`config.mk`:
```
export PLATFORM = sky130hd
export DESIGN_NAME = seven_seg_scan_driver
export DESIGN_NICKNAME = d
export VERILOG_FILES = /design/src/rtl/seven_seg_pkg.sv /design/src/rtl/seven_seg_hex_decoder.sv /design/src/rtl/seven_seg_scan_driver.sv
export SDC_FILE = /design/constraint.sdc
export NUM_CORES = 1
export LEC_CHECK = 0
export BUFFER_PORTS_ARGS = -buffer_cell sky130_fd_sc_hd__buf_2
export CAP_MARGIN = 10
export CORE_MARGIN = 3
export CORE_UTILIZATION = 40
export DETAILED_ROUTE_END_ITERATION = 10
export PLACE_DENSITY = 0.58
export SLEW_MARGIN = 5
export SYNTH_ARGS = -nofsm -noshare
export SYNTH_HDL_FRONTEND = slang
export SYNTH_HIERARCHICAL = 1
export SYNTH_SLANG_ARGS = --single-unit
```
`constraint.sdc`:
```
create_clock -name clk -period 2.9 [get_ports clk]
set_input_delay 0.145 -clock clk [delete_from_list [all_inputs] [get_ports clk]]
set_output_delay 0.145 -clock clk [all_outputs]
set_load 0.01 [all_outputs]
```
`src/rtl/seven_seg_pkg.sv`:
```
// Shared constants for the seven-segment display path: segment bit positions,
// the blank pattern and the active-low glyph table for all sixteen codes.
package seven_seg_pkg;

  localparam int SEG_A = 6;
  localparam int SEG_B = 5;
  localparam int SEG_C = 4;
  localparam int SEG_D = 3;
  localparam int SEG_E = 2;
  localparam int SEG_F = 1;
  localparam int SEG_G = 0;

  typedef logic [SEG_A:SEG_G] seg_t;

  localparam seg_t SEG_BLANK = 7'b1111111;

  // Active-low glyphs, bit order a..g; entries 10..15 are the hex letters.
  localparam seg_t SEG_CODES [16] = '{
    7'b0000001, 7'b1001111, 7'b0010010, 7'b0000110,
    7'b1001100, 7'b0100100, 7'b0100000, 7'b0001111,
    7'b0000000, 7'b0000100, 7'b0001000, 7'b1100000,
    7'b0110001, 7'b1000010, 7'b0110000, 7'b0111000
  };

  function automatic seg_t seg_lookup(input logic [3:0] code, input logic hex_en);
    seg_t res;
    res = SEG_CODES[code];
    if (!hex_en && (code > 4'd9)) res = SEG_BLANK;
    return res;
  endfunction

endpackage

```
`src/rtl/seven_seg_hex_decoder.sv`:
```
// Combinational 4-bit code to active-low segment decoder; with hex_en low the
// codes above 9 render as a blank digit.
module seven_seg_hex_decoder
  import seven_seg_pkg::*;
(
  input  logic [3:0] i_code,
  input  logic       i_hex_en,
  output logic [6:0] o_seg
);

  always_comb begin
    o_seg = seg_lookup(i_code, i_hex_en);
  end

endmodule

```
`src/rtl/seven_seg_scan_driver.sv`:
```
// Time-multiplexed common-anode seven-segment driver with frame-synchronous
// input latching, leading-zero/per-digit blanking and an anode guard interval.
module seven_seg_scan_driver
  import seven_seg_pkg::*;
#(
  parameter int NUM_DIGITS   = 4,
  parameter int REFRESH_DIV  = 100000,
  parameter int GUARD_CYCLES = 16,
  parameter int HEX_MODE     = 0
) (
  input  logic                    clk,
  input  logic                    rst_n,
  input  logic                    enable,
  input  logic [4*NUM_DIGITS-1:0] digits_in,
  input  logic [NUM_DIGITS-1:0]   dp_in,
  input  logic [NUM_DIGITS-1:0]   blank_mask,
  input  logic                    lz_blank,
  output logic [6:0]              seg,
  output logic                    dp,
  output logic [NUM_DIGITS-1:0]   an,
  output logic                    frame_tick
);

  localparam int PW = (REFRESH_DIV > 1) ? $clog2(REFRESH_DIV) : 1;
  localparam int IW = $clog2(NUM_DIGITS);

  localparam logic [PW-1:0] PRESC_TC  = PW'(REFRESH_DIV - 1);
  localparam logic [PW-1:0] GUARD_END = PW'(GUARD_CYCLES);
  localparam logic [IW-1:0] IDX_LAST  = IW'(NUM_DIGITS - 1);

  logic [PW-1:0]           r_presc;
  logic [IW-1:0]           r_idx;
  logic                    r_load_pending;
  logic                    r_frame_tick;
  logic [4*NUM_DIGITS-1:0] r_sh_digits;
  logic [NUM_DIGITS-1:0]   r_sh_dp;
  logic [NUM_DIGITS-1:0]   r_sh_blank;
  logic                    r_sh_lz;
  logic [6:0]              r_seg_p1;
  logic                    r_dp_p1;
  logic [NUM_DIGITS-1:0]   r_an_p1;

  logic                    w_presc_tc;
  logic                    w_idx_wrap;
  logic                    w_load;
  logic [NUM_DIGITS-1:0]   w_lz_kill;
  logic                    w_zero_run;
  logic [NUM_DIGITS-1:0]   w_kill;
  logic [3:0]              w_cur_code;
  logic                    w_cur_blank;
  logic                    w_cur_dp;
  logic                    w_in_guard;
  logic                    w_show;
  logic [6:0]              w_dec_seg;
  logic [6:0]              w_seg_nxt;
  logic                    w_dp_nxt;
  logic [NUM_DIGITS-1:0]   w_an_nxt;

  assign w_presc_tc = (r_presc == PRESC_TC);
  assign w_idx_wrap = w_presc_tc && (r_idx == IDX_LAST);
  assign w_load     = w_idx_wrap || r_load_pending;

  // Stage p0: free-running slot prescaler and digit index, independent of enable
  always_ff @(posedge clk or negedge rst_n) begin
    if (!rst_n) begin
      r_presc <= '0;
      r_idx   <= '0;
    end else begin
      if (w_presc_tc) begin
        r_presc <= '0;
        r_idx   <= w_idx_wrap ? '0 : r_idx + 1'b1;
      end else begin
        r_presc <= r_presc + 1'b1;
      end
    end
  end

  // Frame latch: inputs are sampled only at the frame boundary so a digit
  // update from the time-keeping core never tears across a scan.
  always_ff @(posedge clk or negedge rst_n) begin
    if (!rst_n) begin
      r_load_pending <= 1'b1;
      r_frame_tick   <= 1'b0;
      r_sh_digits    <= '0;
      r_sh_dp        <= '0;
      r_sh_blank     <= '1;
      r_sh_lz        <= 1'b0;
    end else begin
      r_load_pending <= 1'b0;
      r_frame_tick   <= w_load;
      if (w_load) begin
        r_sh_digits <= digits_in;
        r_sh_dp     <= dp_in;
        r_sh_blank  <= blank_mask;
        r_sh_lz     <= lz_blank;
      end
    end
  end

  // A digit is a leading zero when it and every more-significant code are zero.
  always_comb begin
    w_lz_kill  = '0;
    w_zero_run = 1'b1;
    for (int i = 1; i < NUM_DIGITS; i++) begin
      w_zero_run = 1'b1;
      for (int j = i; j < NUM_DIGITS; j++) begin
        if (r_sh_digits[4*j +: 4] != 4'd0) w_zero_run = 1'b0;
      end
      w_lz_kill[i] = r_sh_lz && w_zero_run;
    end
  end

  assign w_kill      = r_sh_blank | w_lz_kill;
  assign w_cur_code  = r_sh_digits[{r_idx, 2'b00} +: 4];
  assign w_cur_blank = w_kill[r_idx];
  assign w_cur_dp    = r_sh_dp[r_idx];
  assign w_in_guard  = (r_presc < GUARD_END);
  assign w_show      = enable && !w_in_guard;

  seven_seg_hex_decoder u_dec (
    .i_code   (w_cur_code),
    .i_hex_en (HEX_MODE != 0),
    .o_seg    (w_dec_seg)
  );

  always_comb begin
    w_an_nxt = '1;
    if (w_show) w_an_nxt[r_idx] = 1'b0;
    w_seg_nxt = (w_show && !w_cur_blank) ? w_dec_seg : SEG_BLANK;
    w_dp_nxt  = !(w_show && !w_cur_blank && w_cur_dp);
  end

  // Stage p1: registered pin drivers; reset blanks the display asynchronously
  always_ff @(posedge clk or negedge rst_n) begin
    if (!rst_n) begin
      r_seg_p1 <= SEG_BLANK;
      r_dp_p1  <= 1'b1;
      r_an_p1  <= '1;
    end else begin
      r_seg_p1 <= w_seg_nxt;
      r_dp_p1  <= w_dp_nxt;
      r_an_p1  <= w_an_nxt;
    end
  end

  assign seg        = r_seg_p1;
  assign dp         = r_dp_p1;
  assign an         = r_an_p1;
  assign frame_tick = r_frame_tick;

endmodule

```
After elaboration in Yosys (flattened, before gate mapping)
Memories as Yosys holds them, arrays and structs flattened.
Cells that the tools add are included.
Storage, ports and cells
  register bits after elaboration: 58
  ROM bits: 112
  input port bits: 28
  output and inout bits: 13
  word-level logic and storage cells: 59
  memories: 1
Cells by class
  $add $sub $neg: 2
  order comparisons: 5
  eq/ne operators: 2
  shift-type cells: 1
  mux-type cells: 19
  bitwise logic cells: 3
  reduce and logical (&&, ||, !) cells: 15
Memory list
  (no name shown): depth 16, bits a word 7, rd ports 1, clocked after memory_dff 0, write ports 0, line seven_seg_pkg.sv:27  | res = SEG_CODES[code];
Operators by type and width (count)
  2-to-1 mux 7 bit: 4
  adder 17 x 1 -> 17 bit, second input constant: 1
  == test 17 bit, second input constant: 1
  less-than comparator 17 x 5 -> 1 bit, second input constant: 1
  2-to-1 mux 17 bit: 1
  variable part select 16 x 5 -> 4 bit: 1
  nonzero test 4 bit: 3
  2-to-1 mux 1 bit: 9
  logical AND 1 bit: 8
  >= comparator 5 bit, second input constant: 1
  NOT 4 -> 5 bit: 1
  binary-select mux 1 bit (select 2 bit): 2
  greater-than comparator 4 bit, second input constant: 1
  2-to-1 mux 4 bit: 1
  NOT 4 bit: 1
  bitwise OR 4 bit: 1
  zero test 1 bit: 3
  less-than comparator 2 x 3 -> 1 bit, second input constant: 1
  adder 2 x 1 -> 2 bit, second input constant: 1
  demux 1 bit (select 2 bit): 1
  == test 2 bit, second input constant: 1
  >= comparator 2 x 1 -> 1 bit, second input constant: 1
  2-to-1 mux 2 bit: 1
  logical OR 1 bit: 1

Logic depth before layout (Yosys ltp)
Gate-level depths: netlist (run 1).
  depth in word-level cells: 12
  gate-level depth with buffers: 8
  gate-level depth less buffers: 7

Cells and area by module
The synthesis (run 1) kept the hierarchy.
By module, submodules not included
  seven_seg_scan_driver: times used 1, cells an instance 193, area each 2686.3 µm², sequential area each 1472.7 µm²
  seven_seg_hex_decoder: times used 1, cells an instance 42, area each 310.3 µm², sequential area each 0.0 µm²

Worst setup path after synthesis (run 1)
No wires, ideal clock.
  path kind: reg-to-reg
  start point: register r_idx[0]
  end point: register r_seg_p1[6], in the netlist seg[6]
  library setup time: 0.089 ns
  arrival: 2.192 ns
  data required time: 2.811 ns
  setup slack: 0.619 ns
  cell stages (with the launch flop): 9
  path buffers: 1
  period minus slack after synthesis: 2.281 ns
  path through: dfrtp_1 > clkbuf_1 > mux4_2 > inv_1 > ha_1 > nor2b_1 > o311ai_1 > o21a_1 > nand3b_1
Between the ends
  word-level cells in the longest chain between the ends: 7
  elaborated cells between the ends (all ways): 12
  classes of those cells: order compare (1); shift (1); mux (6); bitwise (1); reduce/logical (2); memory (1)
RTL lines
  start: declaration: line seven_seg_scan_driver.sv:32  | logic [IW-1:0] r_idx;
  start signal: assignment: line seven_seg_scan_driver.sv:71  | r_idx <= w_idx_wrap ? '0 : r_idx + 1'b1;
  variable part select 16 x 5 -> 4 bit *: line seven_seg_scan_driver.sv:114  | assign w_cur_code = r_sh_digits[{r_idx, 2'b00} +: 4];
  via w_cur_code[0]: line seven_seg_scan_driver.sv:49  | logic [3:0] w_cur_code;
  NOT 4 -> 5 bit (implied by the code): line seven_seg_pkg.sv:27
  memory read (16 x 7 bit)
  2-to-1 mux 7 bit (implied by the code) (2 in series): line seven_seg_pkg.sv:27
  2-to-1 mux 7 bit *: line seven_seg_pkg.sv:28  | if (!hex_en && (code > 4'd9)) res = SEG_BLANK;
  via w_dec_seg[6]: line seven_seg_scan_driver.sv:54  | logic [6:0] w_dec_seg;
  2-to-1 mux 7 bit *: line seven_seg_scan_driver.sv:129  | w_seg_nxt = (w_show && !w_cur_blank) ? w_dec_seg : SEG_BLANK;
  via w_seg_nxt[6]: line seven_seg_scan_driver.sv:55  | logic [6:0] w_seg_nxt;
  end signal: assignment: line seven_seg_scan_driver.sv:140  | r_seg_p1 <= w_seg_nxt;
  end: declaration: line seven_seg_scan_driver.sv:39  | logic [6:0] r_seg_p1;
The timed path passes the listed nets; every way through them passes the cells marked *. The select of a mux whose other input is x is not followed.
A chain may end at the register's enable or synchronous reset.

Worst setup path after layout (run 1)
  start point: register r_idx[1]
  end point: register r_seg_p1[3], in the netlist seg[3]
The elaborated chain is that of the path after synthesis.

==> flow_metrics.py, run 1 <==
metrics = {
    "synthesis": {
        "ys_ff_latch": 58,
        "avgSynthCellArea_um2": 12.75,
        "ys.warnings.count": 6,
        "synth_ff_type": "dfrtp_1",
        "synthTopCellsByArea": "dfrtp_1 34%, dfstp_2 15%, mux2_4 9.5%, ha_1 5.0%, mux4_2 3.8%",
        "ys_seq_area_frac": 0.4914,
        "syn_inst": 235,
        "yosysUniqueCellTypes": 48,
        "synth_top_area_cell": "dfrtp_1",
        "synth_top_cell_area_share": 0.3424,
        "async_flop_share": 1.000,
        "synthesis.area_um2": 2997,
        "synth_edf_count": 0,
    },
    "grt": {
        "grt_first_pass_wirelength_mm": 9.687,
        "track_usage": 0.1474,
        "grt_overflow": 0,
        "grt_max_degree": 59,
        "grt_pass1_vias": 1920,
        "antenna_found_initial": 0,
    },
    "power_and_ir_drop": {
        "power_leakage_nw": 1.541,
        "ir_worst_vdd_mv": 0.2566,
        "p_per_area_nw_per_um2": 551.2,
    },
    "worst_setup_path": {
        "cp_top_family": "multiplexers",
        "crit-reg2reg-launch": "r_idx[1]",
        "crit_buf_inv": 1,
        "r2r_slack_ns": 0.60,
        "end_kind": "flop",
        "crit_path_max_incr_delay_ns": 0.62,
        "rr_worst_depth": 7,
        "critical_path.cell_chain": "mux4_2 -> inv_1 -> ha_1 -> nor2_1 -> o211ai_2 -> o211ai_1 -> nand3b_1",
        "path_depth": 7,
        "crit_type": "reg2reg",
        "cp.required_ns": 3.14,
        "crit_fanout": 10,
        "cpMaxStageDelayCell": "mux4_2",
        "r2r_end": "seg[3]",
        "start_kind": "flop",
        "worstPathArrival_ns": 2.54,
    },
    "die": {
        "die-height_um": 92.56,
        "die_w_um": 92.56,
        "core_region_area_um2": 7019,
        "core.rowCount": 30,
        "die_area_um2": 8566,
        "pin_count": 41,
        "initial_utilization": 0.4269,
    },
    "hold_path": {
        "whs_path_depth": 2,
        "min_from": "digits_in[11]",
        "hold_end": "r_sh_digits[11]",
        "hold_path_class": "in2reg",
    },
    "timing": {
        "final.setup_skew_ns": 0.01589,
        "fin_setup_tns_ns": 0,
        "relSlewSlack": 0.5283,
        "hold_ws_ns": 0.03474,
        "min_period_ns": 2.295,
        "rsz0062_at_grt": "no",
        "worstMarginPinSlew_ns": 0.7076,
        "finalHoldViolCount": 0,
        "slew_violations": 0,
        "setup_viol_count_final": 0,
        "fmax_ghz": 0.4356,
        "period_share": 0.7915,
    },
    "finish": {
        "fin_nets": 327,
        "layout.cells.non_filler": 388,
        "area_growth_pct": 17.70,
        "diodes": 0,
        "final_core_util": 0.5025,
        "drive_gt1_frac": 0.3973,
    },
    "routing": {
        "viasPerCell": 4.936,
        "first_iter_violations": 99,
        "drc_errors": 0,
        "first_pass_iters": 4,
        "ant_nets": 0,
        "via_count": 1915,
        "routed_wl_mm": 5.693,
        "avgRoutedWirePerCell_um": 14.67,
    },
    "placed_design": {
        "io_buffer_count": 40,
        "hpwl_mm": 4.120,
        "place_congestion": 0.8312,
        "dp_cells": 371,
    },
    "clock_network": {
        "post-cts-setup-buffers": 0,
        "cts_tree": "yes",
        "clockBufferDepth": 2,
        "cts.sinks": 58,
        "ctsResizeCount": 0,
        "insertion_delay_ns": 0.34,
        "clk_pin_slew_ns": 0.08,
        "postCtsHoldBufs": 1,
        "cts_root_buffer": "clkbuf_8",
        "htreeDepth": 3,
        "cts_buffers": 9,
    },
    "run": {
        "maxCapViolations": 0,
    },
    "outcome": {
        "status": "completed",
    },
}
==> worst reg2reg max path, cell delays in order, from the launching register on <==
cell and delay (ns):
dfrtp_1 0.57, mux4_2 0.62, inv_1 0.17, ha_1 0.27, nor2_1 0.09, o211ai_2 0.20
o211ai_1 0.11, nand3b_1 0.16
==> layer usage <==
layer	global-route usage	vias to the layer above	share of wire
met3	0.03412	10	0.040
met5	0	-	0
met4	0.07426	0	0.022
li1	-	956	-
met2	0.2079	45	0.43
met1	0.2106	904	0.51
==> worst max path at each step <==
stage	start	to	slack, ns
floorplan	r_idx[0]	seg[6]	0.62
finish	r_idx[1]	seg[3]	0.60
global route	r_idx[1]	seg[3]	0.42
global placement	r_idx[1]	seg[3]	0.68
detailed placement	r_idx[1]	seg[3]	0.62
CTS	r_idx[1]	seg[3]	0.58
==> flip-flops by register name, summed over array words and instances, names as in the netlist <==
signal          count
r_idx               2
r_sh_lz             1
r_sh_digits        16
r_sh_blank          4
dp                  1
frame_tick          1
seg                 7
r_load_pending      1
an                  4
r_presc            17
r_sh_dp             4
==> report_power, final <==
group | internal [W] | switching, W | total (W)
sequential | 0.000868 | 0.0000310 | 0.000899
combinational | 0.000123 | 0.000104 | 0.000227
clock | 0.000481 | 0.000336 | 0.000818
total | 0.00147 | 0.000472 | 0.00194
==> logic make-up after synthesis <==
family	Yosys count	synth area share
adder cells (fa/ha/maj)	12	0.05010
AO/OA/AOI/OAI	25	0.06681
other	1	0.001251
flip-flops	58	0.4914
buffers and inverters	13	0.03006
multiplexers	34	0.1695
XOR/XNOR	13	0.03800
AND/OR/NAND/NOR	79	0.1528
==> Yosys cell counts (2+ instances only) <==
| cell type | count |
|---|---|
| nand2_1 | 18 |
| nand3_1 | 12 |
| nand4_1 | 3 |
| xor2_1 | 3 |
| nor2b_1 | 2 |
| o21ai_0 | 4 |
| nor3_1 | 3 |
| dfstp_2 | 17 |
| or4_1 | 3 |
| ha_1 | 12 |
| xnor2_1 | 10 |
| o211ai_1 | 7 |
| mux2_4 | 19 |
| and2_1 | 3 |
| or3_1 | 2 |
| nand2b_1 | 2 |
| mux4_2 | 5 |
| buf_12 | 2 |
| inv_1 | 7 |
| mux2i_1 | 2 |
| mux2_2 | 8 |
| nand3b_1 | 7 |
| dfrtp_1 | 41 |
| a21oi_1 | 2 |
| o21a_1 | 2 |
| buf_4 | 2 |
| nor2_1 | 13 |
| nor4_1 | 4 |
==> metrics by stage <==
| stage | total power, W | area [um2] | setup WS (ns) |
|---|---|---|---|
| floorplan | 0.001067 | 3008 | 0.6192 |
| global placement | 0.001141 | 3299 | 0.6843 |
| detailed placement | 0.001142 | 3299 | 0.6221 |
| CTS | 0.001973 | 3527 | 0.5788 |
| global route | 0.002037 | 3527 | 0.4167 |
| finish | 0.001944 | 3527 | 0.6046 |
==> cell type report <==
class                   instances  area [um2]
clock buffers                   9       123.9
clock inverters                 7       93.84
fillers                       632        3492
inverters                       7       26.28
multi-input cells             167        1445
flip-flops and latches         58        1473
well taps                      96       120.1
repair buffers                 44       245.2
==> layout by cell type (no fill, tap or decap), types with 2 or more instances in the layout <==
cell type and instances:
mux2i_1 2, xnor2_1 10, or4_1 3, nor2b_1 2, conb_1 4, o21a_1 2, mux4_2 5, buf_2 40
dfstp_2 17, nor3_1 3, buf_4 2, a21oi_1 2, xor2_1 3, nand2_1 18, nor2_1 13, nand3b_1 7
clkinvlp_4 2, and2_1 3, or3_1 2, nand4_1 3, mux2_2 8, ha_1 12, dfrtp_1 41, clkbuf_8 9
nor4_1 4, clkinv_2 2, inv_1 7, o21ai_0 4, mux2_4 19, bufinv_16 2, nand3_1 12, nand2b_1 2
o211ai_1 7
Power figures use the tool's default switching activity.
==> inputs of run 2 (changes only) <==
==> constraint.sdc (replaced) <==
create_clock -name clk -period 2.3 [get_ports clk]
set_input_delay 0.115 -clock clk [delete_from_list [all_inputs] [get_ports clk]]
set_output_delay 0.115 -clock clk [all_outputs]
set_load 0.01 [all_outputs]
==> run 2 against run 1 <==
  * First-iteration DRC count decreased by 30%
  * Clock power increased by 28%
  * Fmax increased by 8.7%
  * Sequential power increased by 26%
  * Global-route usage increased by 0.91 points
  * Via count increased by 3.6%
  * Flip-flop and latch count unchanged
  * Die area unchanged
  * Critical path depth unchanged
  * Sequential share of layout area decreased by 2.5 points
  * Cell area increased by 6.3%
  * Clock skew decreased by 0.0040 ns
  * Critical endpoint is now seg[5]
  * Largest power group unchanged
==> flow_metrics.py, run 2 (synthesis gave the netlist of run 1 again) <==
metrics = {
    "power_and_ir_drop": {
        "p_per_area_nw_per_um2": 666.9,
        "power_leakage_nw": 1.643,
        "switchingPower_w": 0.0006121,
        "p_seq_frac": 0.453,
        "internal-power_w": 0.001889,
        "pwr-share-comb": 0.126,
        "switching_share": 0.2447,
        "ir_worst_vdd_mv": 0.3484,
        "pwr-share-clk": 0.421,
    },
    "timing": {
        "slew_violations": 0,
        "setup_slack_ns": 0.1878,
        "fmax_ghz": 0.4734,
        "fin_setup_tns_ns": 0,
        "period_share": 0.9184,
        "setup_viol_count_final": 0,
        "rsz0062_at_grt": "no",
        "min_period_ns": 2.112,
        "finalHoldViolCount": 0,
        "final.setup_skew_ns": 0.01194,
    },
    "clock_network": {
        "htreeDepth": 3,
        "cts_tree": "yes",
        "insertion_delay_ns": 0.33,
        "clockBufferDepth": 2,
        "cts_root_buffer": "clkbuf_8",
        "clk_pin_slew_ns": 0.07,
        "cts_buffers": 9,
        "cts.sinks": 58,
    },
    "grt": {
        "grt_first_pass_wirelength_mm": 10.39,
        "track_usage": 0.1564,
        "antenna_found_initial": 0,
        "grt_pass1_vias": 2037,
        "grt_use_met2": 0.2175,
        "gr-usage-met3": 0.03981,
        "grt_max_degree": 31,
        "gr-max-usage-layer": "met1",
        "grt_overflow": 0,
        "met1_usage": 0.2291,
    },
    "hold_path": {
        "hold_path_class": "in2reg",
        "whs_path_depth": 2,
        "min_from": "blank_mask[2]",
        "hold_end": "r_sh_blank[2]",
    },
    "finish": {
        "drive_gt1_frac": 0.3822,
        "area_growth_pct": 25.18,
        "regMostFlops": "r_presc",
        "fin_nets": 349,
        "diodes": 0,
        "final_cell_mix": "40 x dfrtp_1, 40 x buf_2, 20 x dlygate4sd3_1",
        "largest_reg_flops": 17,
        "fillers": 641,
    },
    "worst_setup_path": {
        "r2r_slack_ns": 0.19,
        "rr_worst_depth": 7,
        "start_kind": "flop",
        "crit-reg2reg-launch": "r_idx[1]",
        "worstPathArrival_ns": 2.36,
        "end_kind": "flop",
        "crit_type": "reg2reg",
        "cp.required_ns": 2.55,
        "crit_fanout": 6,
        "r2r_end": "seg[5]",
    },
    "die": {
        "die-height_um": 92.56,
        "core_region_area_um2": 7019,
        "core.rowCount": 30,
        "initial_utilization": 0.4269,
        "die_area_um2": 8566,
        "die_w_um": 92.56,
        "pin_count": 41,
    },
    "routing": {
        "viasPerCell": 4.839,
        "first_pass_iters": 4,
        "ant_nets": 0,
        "via_count": 1984,
        "routed_wl_mm": 6.036,
        "drc_errors": 0,
        "first_iter_violations": 69,
        "avgRoutedWirePerCell_um": 14.72,
    },
    "placed_design": {
        "io_buffer_count": 40,
        "place_congestion": 0.8254,
        "dpl_worst_slack_ns": 0.1322,
        "hpwl_mm": 4.330,
    },
    "outcome": {
        "status": "completed",
    },
    "run": {
        "maxCapViolations": 0,
    },
}
-- run 2: layout make-up --
class                   instances  area, um2  share of cell area
flip-flops and latches         58       1474              0.3929
multi-input cells             167       1445              0.3853
inverters                       7      26.28            0.007005
clock buffers                   9      123.9             0.03302
clock inverters                 7      103.9             0.02769
well taps                      96      120.1             0.03202
repair buffers                 66      457.9              0.1221
-- run 2: power groups by stage --
stage	registers (W)	clock network, W	logic, W
after floorplan	0.00114	0	0.000202
after global placement	0.00115	0	0.000287
after detailed placement	0.00115	0	0.000291
after CTS	0.00113	0.00109	0.000315
after global routing	0.00114	0.00114	0.000352
final	0.00113	0.00105	0.000315
-- run 2: how the worst max path moves through the flow --
stage	startpoint	endpoint	slack (ns)
floorplan	r_idx[0]	seg[6]	0.02
global placement	r_idx[1]	seg[3]	0.18
detailed placement	r_idx[1]	seg[5]	0.13
CTS	r_idx[1]	seg[3]	0.12
global route	r_idx[1]	seg[6]	0.03
finish	r_idx[1]	seg[5]	0.19
-- run 2: critical path, cell delays in order, from the launching register on --
cell	delay, ns
dfrtp_2	0.44
mux4_2	0.58
inv_1	0.16
ha_1	0.27
nor2_1	0.09
o211ai_2	0.20
o211ai_1	0.12
nand3b_1	0.17
-- run 2: timing repair --
item                                    in CTS  in global routing
buffers inserted                             0                  0
endpoints found under the setup margin       0                  6
endpoints found under the hold margin       58                  2
hold buffers                                18                  2
gates resized for setup                      0                  1
-- run 2: stage by stage --
stage / hold WS (ns) / cell area (um2) / utilization / power, W / instances
4_1_cts: 0.001729 / 3730 / 0.5314 / 0.002534 / 408
3_5_place_dp: 0.1518 / 3322 / 0.4733 / 0.001442 / 374
5_1_grt: 0.003361 / 3751 / 0.5344 / 0.002633 / 410
2_1_floorplan: -0.1806 / 3008 / - / 0.001346 / 238
6_report: 0.01807 / 3751 / 0.5344 / 0.002502 / 410
3_3_place_gp: 0.1602 / 3322 / 0.4733 / 0.001439 / 374
-- run 2: layer usage --
layer  up-vias  wire, um
met4         0        55
met2        46      2613
met1       936      3121
li1        998         -
met5         -         0
met3         4       245
